--- src/rtl/pkt_pkg.sv ---
// pkt_pkg: shared serializer state encoding and packet geometry
package pkt_pkg;
  typedef enum logic [1:0] {IDLE, START, DATA, GAP} xmt_state_t;
  localparam int PCKT_BYTES = 3;
  localparam int BYTE_W = 8;
endpackage

--- src/rtl/packet_xmt_manchester_tx.sv ---
// manchester_TX: one-byte Manchester serializer with START/DATA/GAP framing
module manchester_TX
  import pkt_pkg::*;
#(
  parameter int HALF_BIT  = 8,
  parameter int GAP_CELLS = 2
) (
  input  logic              clk,
  input  logic              rst,
  input  logic              byte_go,
  input  logic [BYTE_W-1:0] data,
  output logic              TX,
  output logic              byte_done
);
  localparam int HW = $clog2(HALF_BIT);
  localparam int GW = $clog2(GAP_CELLS + 1);
  localparam int BW = $clog2(BYTE_W);
  xmt_state_t state, state_n;
  logic [HW-1:0] half_cnt, half_n;
  logic [BW-1:0] bit_cnt, bit_n;
  logic [GW-1:0] gap_cnt, gap_n;
  logic phase, phase_n, half_end, cell_end, tx_n;
  // Next-state and counter decode; TX is decoded from the next state so the flop drives a clean line
  always_comb begin
    half_end  = half_cnt == HW'(HALF_BIT - 1);
    cell_end  = half_end && phase;
    byte_done = state == GAP && cell_end && gap_cnt == GW'(GAP_CELLS - 1);
    state_n   = state;
    bit_n     = bit_cnt;
    gap_n     = gap_cnt;
    half_n    = (state == IDLE || half_end) ? '0 : half_cnt + 1'b1;
    phase_n   = state != IDLE && (phase ^ half_end);
    case (state)
      IDLE:  state_n = byte_go ? START : IDLE;
      START: state_n = cell_end ? DATA : START;
      DATA: if (cell_end) begin
        bit_n   = bit_cnt + 1'b1;
        state_n = bit_cnt == BW'(BYTE_W - 1) ? GAP : DATA;
      end
      GAP: if (cell_end) begin
        gap_n   = byte_done ? '0 : gap_cnt + 1'b1;
        state_n = byte_done ? (byte_go ? START : IDLE) : GAP;
      end
      default: state_n = IDLE;
    endcase
    tx_n = state_n == START || (state_n == DATA && (data[BW'(BYTE_W - 1) - bit_n] ~^ phase_n));
  end
  // State, counters and the TX line flop
  always_ff @(posedge clk) begin
    if (rst) begin
      state    <= IDLE;
      half_cnt <= '0;
      phase    <= 1'b0;
      bit_cnt  <= '0;
      gap_cnt  <= '0;
      TX       <= 1'b0;
    end else begin
      state    <= state_n;
      half_cnt <= half_n;
      phase    <= phase_n;
      bit_cnt  <= bit_n;
      gap_cnt  <= gap_n;
      TX       <= tx_n;
    end
  end
endmodule

--- src/rtl/packet_xmt.sv ---
// packet_xmt: serializes a 24-bit packet as three Manchester byte frames, high byte first
module packet_xmt
  import pkt_pkg::*;
#(
  parameter int HALF_BIT  = 8,
  parameter int GAP_CELLS = 2
) (
  input  logic                         clk,
  input  logic                         rst,
  input  logic                         send,
  input  logic [PCKT_BYTES*BYTE_W-1:0] pckt,
  output logic                         TX,
  output logic                         tx_busy,
  output logic                         pckt_sent
);
  localparam int PW = PCKT_BYTES * BYTE_W;
  logic [PW-1:0] shift;
  logic [1:0] byte_cnt;
  logic byte_go, byte_done, last;
  // A byte starts on an accepted send or when a non-final byte finishes its gap
  always_comb begin
    last    = byte_cnt == 2'(PCKT_BYTES - 1);
    byte_go = (!tx_busy && send) || (byte_done && !last);
  end
  manchester_TX #(.HALF_BIT(HALF_BIT), .GAP_CELLS(GAP_CELLS)) u_ser (
    .clk(clk),
    .rst(rst),
    .byte_go(byte_go),
    .data(shift[PW-1 -: BYTE_W]),
    .TX(TX),
    .byte_done(byte_done)
  );
  // Packet latch, byte sequencing and completion pulse
  always_ff @(posedge clk) begin
    if (rst) begin
      shift     <= '0;
      byte_cnt  <= '0;
      tx_busy   <= 1'b0;
      pckt_sent <= 1'b0;
    end else begin
      pckt_sent <= 1'b0;
      if (!tx_busy && send) begin
        shift    <= pckt;
        byte_cnt <= '0;
        tx_busy  <= 1'b1;
      end else if (byte_done) begin
        shift     <= shift << BYTE_W;
        byte_cnt  <= last ? '0 : byte_cnt + 1'b1;
        tx_busy   <= !last;
        pckt_sent <= last;
      end
    end
  end
endmodule

--- config.mk ---
export PLATFORM = sky130hd
export DESIGN_NAME = packet_xmt
export DESIGN_NICKNAME = d
export VERILOG_FILES = /design/src/rtl/pkt_pkg.sv /design/src/rtl/packet_xmt_manchester_tx.sv /design/src/rtl/packet_xmt.sv
export SDC_FILE = /design/constraint.sdc
export NUM_CORES = 1
export LEC_CHECK = 0
export ABC_CLOCK_PERIOD_IN_PS = 4350
export CORE_MARGIN = 2
export CORE_UTILIZATION = 40
export CTS_BUF_LIST = sky130_fd_sc_hd__clkbuf_8
export DETAILED_ROUTE_END_ITERATION = 8
export GPL_TIMING_DRIVEN = 1
export PLACE_DENSITY = 0.68
export SYNTH_ARGS = -nofsm -noshare
export SYNTH_HDL_FRONTEND = slang
export SYNTH_SLANG_ARGS = --single-unit
--- constraint.sdc ---
create_clock -name clk -period 4.35 [get_ports clk]
set_clock_uncertainty 0.15 [all_clocks]
set_input_delay 1.0875 -clock clk [delete_from_list [all_inputs] [get_ports clk]]
set_output_delay 1.0875 -clock clk [all_outputs]
set_load 0.01 [all_outputs]
Word-level counts from Yosys, hierarchy flattened. Cells that the tools add are included.

Register bits after elaboration: 40. Bits in latches: 0. Bits in writable memories: 0. Bits in read-only memories: 0. Output and inout bits: 3. Memories: 0.

$add $sub $neg: 5. Multiply operators: 0. Divide/modulo/power cells: 0. $lt $le $gt $ge: 1. Eq/ne operators: 9. Shift operators: 0. Multiplexer cells: 17. Bitwise logic cells: 3. Reductions and logical operators: 19.

Operators by type and width (count): $mux 24 (2); $mux 2 (6); $eq 2x2->1 const B (4); $pmux 2 s4 (1); $logic_and 1x1->1 (7); $add 3x1->3 const B (2); $eq 2x1->1 const B (3); $eq 3x3->1 const B (2); $mux 3 (2); $mux 1 (5); $add 2x1->2 const B (2); $lt 3x4->1 const B (1); $reduce_bool 2->1 (2); $reduce_or 2->1 (2); $bmux 1 s3 (1); $logic_or 1x1->1 (3); $reduce_or 3->1 (1); $sub 3x3->3 const A (1); $logic_not 1->1 (2); $logic_not 2->1 (1); $reduce_and 2->1 (1); $not 1->1 (1); $xnor 1x1->1 (1); $xor 1x1->1 (1).

Depth between registers and ports, before layout. Gate-level depths: netlist of the first run.

Depth in word-level cells: 13. Depth in mapped cells: 10. Depth with buffers taken out: 9.

Hierarchy. Synthesis of the first run repeated with hierarchy kept, for this count alone.

Cells, all modules: 199. Area, all modules: 1939.4 um2.

By module, submodules not included: packet_xmt (times used 1, cells each 132, area each 1236.2 um2, seq. area each 560.5 um2); manchester_TX (times used 1, cells each 67, area each 703.2 um2, seq. area each 240.2 um2).

Worst setup path before layout of the first run. Ideal clock, no wire load.

Kind: register -> register. Start point: register u_ser.half_cnt[0]. End point: register u_ser.TX. Library setup time: 0.134 ns. Data arrival time: 1.884 ns. Data required time: 4.066 ns. Setup slack: 2.183 ns. Cell stages (with the launch flop): 11. Path buffers: 1. Clock period less this slack: 2.167 ns. Cells stage by stage: dfxtp_1 ha_1 ha_1 ha_1 nand3b_1 buf_4 mux2i_4 mux2i_1 mux2i_1 nand4_1 o221ai_1.

Word-level cells in the longest chain between the ends: 13. Elaborated cells on any way between the ends: 24.

RTL lines: from (decl) (line packet_xmt_manchester_tx.sv:19) `logic [HW-1:0] half_cnt, half_n;`; from (signal assigned) (line packet_xmt_manchester_tx.sv:59) `half_cnt <= half_n;`; $eq 3x3->1 * (line packet_xmt_manchester_tx.sv:25) `half_end = half_cnt == HW'(HALF_BIT - 1);`; branches (longest 11 deep; another with $sub 3x3->3); $logic_or 1x1->1 * (line packet_xmt_manchester_tx.sv:46) `tx_n = state_n == START || (state_n == DATA && (data[BW'(BYTE_W - 1) - bit_n] ~^ phase_n));`; to (signal assigned) (line packet_xmt_manchester_tx.sv:63) `TX <= tx_n;`; to (decl) (line packet_xmt_manchester_tx.sv:12) `output logic TX,`.

Every way passes the cells marked *. The select of a mux whose other input is x is not followed. A chain may end at the register's enable or synchronous reset.

==> results.md, run 1 <==
* CP max-delay cell: clkdlybuf4s50_1
* Sequential cell area fraction in the yosys report at a little over two fifths
* Max VDD drop at roughly 180 uV
* DRT iter0 DRCs at 87
* Synth Instances at between 200 and 250
* Most common cell after layout, fill and taps aside: nand2_1
* IO Pins at 30
* Share of cells above drive strength 1 at under 10%
* Power share of the clock group at between 30% and 40%
* Largest family of logic cells by synthesized area: simple AND/OR/NAND/NOR gates
* CTS tree: yes
* Seq cells post-synth at 40
* Post-CTS Setup Inserts at 0
* Largest net degree at the start of global routing at 42
* Nets at roughly 270
* Reg power frac at 55.1%
* Drt total wl at between 3000 and 4000 um
* Synth Warn # at 0
* Combinational fraction of design power at 11.8%
* Pwr/cell area at ~320 mW/mm^2
* Clock-pin slew on the worst setup and hold paths at approximately 70 ps
* Crit path arrival time at between 2000 and 3000 ps
* CP Data Required Time at 4400 ps
* Gr usage total at between 10% and 20%
* Setup WS post-layout at around 1700 ps
* CP cell instances: clkdlybuf4s50_1 -> or2_2 -> o221ai_1
* Worst-margin pin slew at ~1000 ps
* Tcrit/Tclk final at between 60% and 70%
* Hold Buf Count CTS at 0
* Total Neg Setup Slack at 0 ps
* Vias at 1520
* Fin util at roughly half
* Crit. End Element: flip-flop
* Delay-heaviest family, CP: buffers and inverters
* Crit-path max FO at 28
* Startpoint types: primary input
* Initial antenna violation count at 0
* Most frequent cells in the layout: 41 x nand2_1, 40 x dfxtp_1, 29 x clkdlybuf4s50_1, 25 x nor2_1
* TritonRoute pass-1 iters at 5
* Relative slew slack at about 33%
* Top routing layer in use: met4
* Clk sink count at 40
* Vias/cell at about 5.2
* Cell-internal power at roughly 560 uW
* Wire per inst at 12.6 um
* Cell area after synthesis at around 0.0018 mm^2
* Post-Syn Area per Cell at ~8.6 um^2
* P_leak at between 0.0008 and 0.0009 uW
* Drt drc at 0
* RSZ-0062 raised after global routing: no
* Clk_lat worst skew at about 280 ps
* Port buffer count at 29
* Syn_nets at 248
* Hold WC Path Type: reg2reg
* Pre-CTS WS at about 1400 ps
* Gr ovfl total at 0
* Clock root cell: clkbuf_8
* FFs w/ async S/R, synth at 0%
* Synth cell types at 35
* Number of routed nets with antenna violations at 0
* Std cell rows at 24
* Peak per-stage delay on the critical path at between 900 and 1000 ps
* Sw power at roughly 170 uW
* Outcome: completed
* Die area at approximately 0.0052 mm^2
* Met2 wire len at roughly 1700 um
* Final hold vios at 0
* Diode count at 0
* # setup viols final at 0
* Setup CP Type: in2reg
* GP Congestion at just over 0.7
* CTS Buf Count at 5
* XOR/XNOR Fraction of Synth Area at less than 1%
* Post-Synth Simple-Gate Area at between 20% and 30%
* Peak Freq at 375 MHz
* Compound-cell area share of the yosys netlist at between 10 and 15%
* Number of flops mapped to enable cells by yosys at 0
* Number of max-cap violations at 0
* Post-Route M1 WL at between 1500 and 2000 um
* Vias in the first global route at between 1k and 1.5k
* Prevailing post-synth register cell: dfxtp_1
* Slew Viols, Final at 0
* Htree depth at 2
* Post-DP HPWL at about 2500 um
* Global-route wire length before repair at around 6400 um
* Adder-cell share of the synthesized area at around 4.1%
* Die X at around 72 um
* Clk buf depth at 2
* Buffers & Inverters on Critical Path at 1
* Sw Ratio at between 20% and 30%
* Syn-to-layout area delta at 21.6%
* Initial Utilization at between 40% and 50%
* Die H at about 72 um
* Met3 routed WL at between 100 and 150 um
* Mux cell area share after synthesis at approximately a tenth
* Core Box Area at around 0.0044 mm^2
* Tot Pwr at 724 uW
* Final Critical Period at ~2700 ps
* CTS resizes at 0
## sequential cells by signal (all words and copies together), names as in the netlist
register and count:
shift 24, u_ser.bit_cnt 3, u_ser.half_cnt 3, byte_cnt 2, u_ser.gap_cnt 2, u_ser.state 2
pckt_sent 1, tx_busy 1, u_ser.TX 1, u_ser.phase 1
## power groups by stage
stage	combinational [uW]	sequential (uW)	clock (uW)
2_1_floorplan	47.9	405	0
3_3_place_gp	84.8	406	0
3_5_place_dp	85.5	407	0
4_1_cts	86.0	399	247
5_1_grt	96.6	401	259
6_report	85.3	399	239
## cells in the mapped netlist, drive strengths merged, types with 2 or more instances
cell / number / area [um^2]
a21oi: 13 / 65.1
nor2: 25 / 93.8
a311oi: 16 / 140
clkbuf: 9 / 33.8
and2: 3 / 20.0
dfxtp: 40 / 801
buf: 8 / 43.8
nor3: 7 / 35.0
nor2b: 2 / 12.5
o21ai: 2 / 10.0
nand2: 41 / 154
nand3: 10 / 55.1
mux2i: 17 / 183
ha: 6 / 75.1
## layer usage
layer  up-vias  GRT usage (%)
met3         4           2.92
met5         -              0
met2        29           24.4
met1       690           20.8
met4         0           6.29
li1        797              -
## stage by stage
step                hold WS, ps  instance area, um^2  instances
finish                      290                 2240        291
detailed placement          285                 2150        283
CTS                         296                 2240        291
global route                315                 2240        291
floorplan                   258                 1850        215
global placement            279                 2150        283
## kinds of logic (layout without fill, tap and decap cells)
logic type                 Yosys count  after routing
AOI/OAI and AO/OA                   36             36
xor gates and xnor gates             1              1
muxes                               17             17
DFF                                 40             40
adders and majority gates            6              6
buffers and inverters               19             43
and+or+nand+nor                     96             96
## final timing paths
path                            cells past startpoint  slack, ps               from           endpoint
worst max-delay path                                3       1680                rst           u_ser.TX
worst min-delay path                                1        290  u_ser.half_cnt[0]  u_ser.half_cnt[0]
worst max register to register                      9       1730  u_ser.half_cnt[0]           u_ser.TX
worst min register to register                      1        290  u_ser.half_cnt[0]  u_ser.half_cnt[0]
## final cells by class
class                      count  area (um^2)
tap                           52         65.1
inverter                       2         7.51
multi-input combinational    156          960
timing repair buffer          33          320
clock buffer                   6         82.6
fill                         428         2170
sequential                    40          801
clock inverter                 2         7.51
No activity file was read; power rests on OpenSTA's default activity.
==> run 2: changes to the inputs <==
--- a/config.mk
+++ b/config.mk
@@ -5,7 +5,7 @@
 export SDC_FILE = /design/constraint.sdc
 export NUM_CORES = 1
 export LEC_CHECK = 0
-export ABC_CLOCK_PERIOD_IN_PS = 4350
+export ABC_CLOCK_PERIOD_IN_PS = 2700
 export CORE_MARGIN = 2
 export CORE_UTILIZATION = 40
 export CTS_BUF_LIST = sky130_fd_sc_hd__clkbuf_8
==> constraint.sdc (replaced) <==
create_clock -name clk -period 2.7 [get_ports clk]
set_clock_uncertainty 0.15 [all_clocks]
set_input_delay 0.675 -clock clk [delete_from_list [all_inputs] [get_ports clk]]
set_output_delay 0.675 -clock clk [all_outputs]
set_load 0.01 [all_outputs]
==> run 2 against run 1 <==
  * Final area up 2.5%
  * Die area unchanged
  * Sequential share of layout area down 0.85 points
  * Clock power up 97%
  * Count of clock-buffer cells in the layout down 1
  * Cell count up 1.7%
  * Via count up 1.3%
  * Largest power group unchanged
  * Largest cell class unchanged
  * Worst hold slack worse by 7.8 ps
  * Register-to-register slack worse by 1400 ps
  * Routed wire length up 1.9%
  * Critical endpoint unchanged
  * Sequential power up 61%
  * Critical path depth up 6
==> results.md, run 2 (synthesized netlist as in run 1, its figures left out) <==
* Peak Freq at between 400 and 500 MHz
* Port buffer count at 29
* IO Pins at 30
* Number of routed nets with antenna violations at 0
* Biggest register: shift
* Setup CP Type: reg2reg
* Non-Filler Instances at 296
* Hold WS at between 200 and 300 ps
* R2R Setup Slk at roughly 330 ps
* Die X at roughly 72 um
* Largest regs: shift (24), u_ser.bit_cnt (3), u_ser.half_cnt (3)
* Total Neg Setup Slack at 0 ps
* Clock-pin slew on the worst setup and hold paths at approximately 70 ps
* Reg2reg start: u_ser.half_cnt[0]
* Slew Viols, Final at 0
* Hold WC Path Type: reg2reg
* Initial Utilization at roughly two fifths
* Final instance area at 0.00230 mm^2
* Outcome: completed
* CTS tree: yes
* Die H at around 72 um
* RSZ-0062 raised after global routing: no
* Relative slew slack at 70.5%
* Clock root cell: clkbuf_8
* Clk buf depth at 2
* Post-DP HPWL at about 2500 um
* Wire per inst at around 13 um
* Hold Buf Count CTS at 0
* Hold Startpoint: u_ser.half_cnt[0]
* Hold worst-path end: u_ser.half_cnt[0]
* Final Critical Period at ~2400 ps
* CP Data Required Time at approximately 2800 ps
* Final hold vios at 0
* Core Box Area at between 0.004 and 0.005 mm^2
* Clk sink count at 40
* DRT iter0 DRCs at approximately 90
* CTS Buf Count at 5
* R2R cell count at 9
* TritonRoute pass-1 iters at 4
* Crit-path max FO at 5
* Tcrit/Tclk final at 87.8%
* CTS resizes at 0
* Drt drc at 0
* Pre-CTS WS at 366 ps
* Nets at between 200 and 300
* Vias in the first global route at between 1k and 1.5k
* Diode count at 0
* Max VDD drop at 258 uV
* Vias at 1540
* Crit path arrival time at 2430 ps
* Htree depth at 2
* Startpoint types: flip-flop
* P_leak at approximately 0.0009 uW
* Reg2Reg Capture Point: u_ser.TX
* Max FFs per register at 24
* Die area at approximately 0.0052 mm^2
* Initial antenna violation count at 0
* Drt total wl at approximately 3700 um
* Global-route wire length before repair at roughly 6300 um
* Post-CTS Setup Inserts at 0
* Setup WS post-layout at 329 ps
* Std cell rows at 24
* Placed Instances at around 290
* Number of max-cap violations at 0
* Worst-margin pin slew at about 440 ps
* Area after DPL at around 0.0022 mm^2
* Crit. End Element: flip-flop
* Hold Path Stages at 1
* GP Congestion at 0.806
* Largest net degree at the start of global routing at between 40 and 50
* Share of cells above drive strength 1 at 9.84%
* Gr ovfl total at 0
* Most common cell after layout, fill and taps aside: nand2_1
* # setup viols final at 0
* Vias/cell at between 5 and 6
* Syn-to-layout area delta at 24.5%
* Most frequent cells in the layout: 41 x nand2_1, 40 x dfxtp_1, 29 x clkdlybuf4s50_1, 25 x nor2_1
* Clk_lat worst skew at ~290 ps
* Gr usage total at between 10% and 20%
* Pwr/cell area at 545 mW/mm^2
run 2: changes by cell type in the layout (fill, tap and decap cells not counted):
cell,previous run,this run
clkbuf_8,6,5
clkinv_2,0,1
inv_1,3,2
bufinv_16,0,1
buf_4,4,9
run 2: worst max path at each step:
stage                           start        to  slack [ps]  cells past startpoint
finish              u_ser.half_cnt[0]  u_ser.TX         330                      9
global route        u_ser.half_cnt[0]  u_ser.TX         130                      9
CTS                 u_ser.half_cnt[0]  u_ser.TX         340                      9
detailed placement  u_ser.half_cnt[0]  u_ser.TX         370                      9
global placement                 send  u_ser.TX         450                      6
floorplan           u_ser.half_cnt[0]  u_ser.TX         530                     10
run 2: cell type report:
| cell class | instances | area [um^2] |
|---|---|---|
| Fill cell | 427 | 2120 |
| Multi-Input combinational cell | 156 | 960 |
| Sequential cell | 40 | 801 |
| Timing Repair Buffer | 38 | 358 |
| Clock buffer | 5 | 68.8 |
| Tap cell | 52 | 65.1 |
| Clock inverter | 3 | 38.8 |
| Inverter | 2 | 7.51 |
run 2: through the flow:
step / total power (uW) / utilization [%]
global route: 1310 / 52.1
global placement: 793 / 49.6
floorplan: 729 / -
CTS: 1270 / 52.1
detailed placement: 794 / 49.6
finish: 1250 / 52.1
run 2: layer usage:
layer  track usage, %  vias up  part of all wire [%]
met5                0        -                     0
met4             5.66        0                   1.1
met3             4.31        5                   4.3
met2             24.3       27                    44
met1             20.1      702                    51
li1                 -      806                     -
run 2: critical path, stage by stage (launching register included):
cell,delay [ps]
dfxtp_1,340
ha_1,150
ha_1,190
ha_1,240
nand3_2,150
or3_4,420
o211ai_2,150
o31a_2,200
nand4b_1,100
o221ai_1,190
run 2: report_power, final:
| group | total [uW] | leakage, uW | switching [uW] | internal, uW |
|---|---|---|---|---|
| logic | 139 | 0.000513 | 63.2 | 75.7 |
| clock network | 472 | 0.0000593 | 201 | 270 |
| registers | 642 | 0.000328 | 19.5 | 622 |
| total | 1250 | 0.000900 | 284 | 968 |
==> run 3: changes to the inputs <==
--- a/config.mk
+++ b/config.mk
@@ -5,7 +5,7 @@
 export SDC_FILE = /design/constraint.sdc
 export NUM_CORES = 1
 export LEC_CHECK = 0
-export ABC_CLOCK_PERIOD_IN_PS = 2700
+export ABC_CLOCK_PERIOD_IN_PS = 2400
 export CORE_MARGIN = 2
 export CORE_UTILIZATION = 40
 export CTS_BUF_LIST = sky130_fd_sc_hd__clkbuf_8
==> constraint.sdc (replaced) <==
create_clock -name clk -period 2.4 [get_ports clk]
set_clock_uncertainty 0.15 [all_clocks]
set_input_delay 0.6 -clock clk [delete_from_list [all_inputs] [get_ports clk]]
set_output_delay 0.6 -clock clk [all_outputs]
set_load 0.01 [all_outputs]
==> run 3 against run 2 <==
  * Clock power rose by 19%
  * Count of clock-buffer cells in the layout stayed put
  * Combinational power grew 19%
  * Register-to-register slack got worse by 140 ps
  * Global-route usage grew 1.3 points
  * Maximum frequency increased by 7.3%
  * Routed wire length is 1.2% higher
  * Via count up 1.1%
  * Worst hold slack better by 18 ps
  * Critical endpoint unchanged
  * Largest cell class unchanged
==> results.md, run 3 (synthesized netlist as in run 1, its figures left out) <==
* P_leak at approximately 0.00090 uW
* Final hold vios at 0
* CTS tree: yes
* Most used cell, CP: ha_4
* Final instance area at around 0.0024 mm^2
* IO Pins at 30
* Slew Viols, Final at 0
* Buffers & Inverters on Critical Path at 1
* Clk_lat worst skew at around 290 ps
* Most frequent cells in the layout: 41 x nand2_1, 39 x dfxtp_1, 29 x clkdlybuf4s50_1, 25 x nor2_1, 16 x a311oi_1
* Area after DPL at between 0.002 and 0.0025 mm^2
* Outcome: completed
* Fillers at 422
* Tcrit/Tclk final at 92.0%
* Non-Filler Instances at 298
* Post-DP HPWL at around 2600 um
* Hold Startpoint: u_ser.half_cnt[0]
* Die X at approximately 72 um
* Biggest register: shift
* Relative slew slack at between 60 and 70%
* Fin util at 54.3%
* Number of max-cap violations at 0
* Clock-pin slew on the worst setup and hold paths at approximately 80 ps
* Sw Ratio at a little under a quarter
* Largest net degree at the start of global routing at between 40 and 50
* Sw power at ~350 uW
* CP max-delay cell: dfxtp_2
* Diode count at 0
* Reg power frac at ~50%
* Cell-internal power at between 1000 and 1500 uW
* Most common cell after layout, fill and taps aside: nand2_1
* Largest regs: shift (24), u_ser.bit_cnt (3), u_ser.half_cnt (3)
* Drt drc at 0
* # setup viols final at 0
* CP cell instances: ha_4 -> ha_4 -> ha_4 -> nand3b_1 -> buf_6 -> mux2i_2 -> mux2i_1 -> mux2i_1 -> nand4_1 -> o221ai_2
* Crit. End Element: flip-flop
* Syn-to-layout area delta at 30.0%
* Delay-heaviest family, CP: multiplexers
* Hold Buf Count CTS at 0
* Share of cells above drive strength 1 at between 10% and 20%
* CTS Buf Count at 5
* GP Congestion at about 0.80
* Global-route wire length before repair at between 6000 and 7000 um
* RSZ-0062 raised after global routing: no
* Startpoint types: flip-flop
* Die H at between 70 and 80 um
* Vias in the first global route at between 1.5k and 2k
* Placed Instances at 289
* Total Neg Setup Slack at 0 ps
* Drt total wl at ~3800 um
* Std cell rows at 24
* Clock root cell: clkbuf_8
* Max VDD drop at approximately 340 uV
* Hold WC Path Type: reg2reg
* DRT iter0 DRCs at 94
* Port buffer count at 29
* Initial Utilization at between 40% and 50%
* Number of routed nets with antenna violations at 0
* TritonRoute pass-1 iters at 4
* Die area at ~0.0052 mm^2
* Initial antenna violation count at 0
* Vias/cell at about 5.2
* Vias at between 1.5k and 2k
* Clk sink count at 40
* Reg2reg start: u_ser.half_cnt[0]
* Final Critical Period at approximately 2200 ps
* Peak Freq at 453 MHz
* Gr ovfl total at 0
* CP Data Required Time at 2470 ps
* Setup CP Type: reg2reg
* Crit path arrival time at between 2000 and 2500 ps
* Htree depth at 2
* Gr usage total at between 10% and 20%
* Peak per-stage delay on the critical path at 340 ps
* Power share of the clock group at approximately two fifths
* Worst-margin pin slew at roughly 460 ps
* Core Box Area at 0.00441 mm^2
* Max FFs per register at 24
* Wire per inst at 12.7 um
* Crit-path max FO at 5
* Worst Setup SP: u_ser.half_cnt[0]
* Combinational fraction of design power at 11.4%
* Clk buf depth at 2
* Pwr/cell area at approximately 600 mW/mm^2
* Nets at approximately 280
[run 3: area by class of cell]
cell class | count | area [um^2] | share of cell area, %
inverter | 2 | 7.51 | 0.313
multi-input combinational | 156 | 1010 | 42.0
clock buffer | 5 | 68.8 | 2.87
clock inverter | 3 | 46.3 | 1.93
timing repair buffer | 40 | 402 | 16.7
sequential | 40 | 802 | 33.4
tap | 52 | 65.1 | 2.71
[run 3: path summary, 6_finish.rpt]
kind                  endpoint  slack, ps  cells past startpoint
max                   u_ser.TX        190                     10
min          u_ser.half_cnt[0]        300                      1
max reg2reg           u_ser.TX        190                     10
min reg2reg  u_ser.half_cnt[0]        300                      1
[run 3: routing by layer]
layer | vias up | global-route usage (%) | part of all wire (%)
li1 | 816 | - | -
met1 | 711 | 21.8 | 51
met2 | 25 | 27.0 | 44
met3 | 5 | 3.61 | 3.0
met4 | 0 | 6.29 | 1.6
met5 | - | 0 | 0
[run 3: power by group through the flow]
| stage | Clock [uW] | Combinational, uW | Sequential [uW] |
|---|---|---|---|
| 4_1_cts | 573 | 164 | 722 |
| 2_1_floorplan | 0 | 86.8 | 733 |
| 3_5_place_dp | 0 | 162 | 737 |
| 6_report | 562 | 166 | 723 |
| 5_1_grt | 593 | 188 | 728 |
| 3_3_place_gp | 0 | 162 | 736 |
[run 3: per-stage QoR]
stage / hold WS [ps] / total power, uW / setup WS [ps]
after floorplan: 258 / 820 / 233
after global placement: 264 / 898 / 169
after detailed placement: 286 / 900 / 61.2
after CTS: 298 / 1460 / 61.4
after global routing: 309 / 1510 / 5.13
final: 300 / 1450 / 191
[run 3: what timing repair did]
action	in CTS	in global routing
setup endpoints to repair	0	1
gates resized for setup	0	10
buffers inserted	0	1
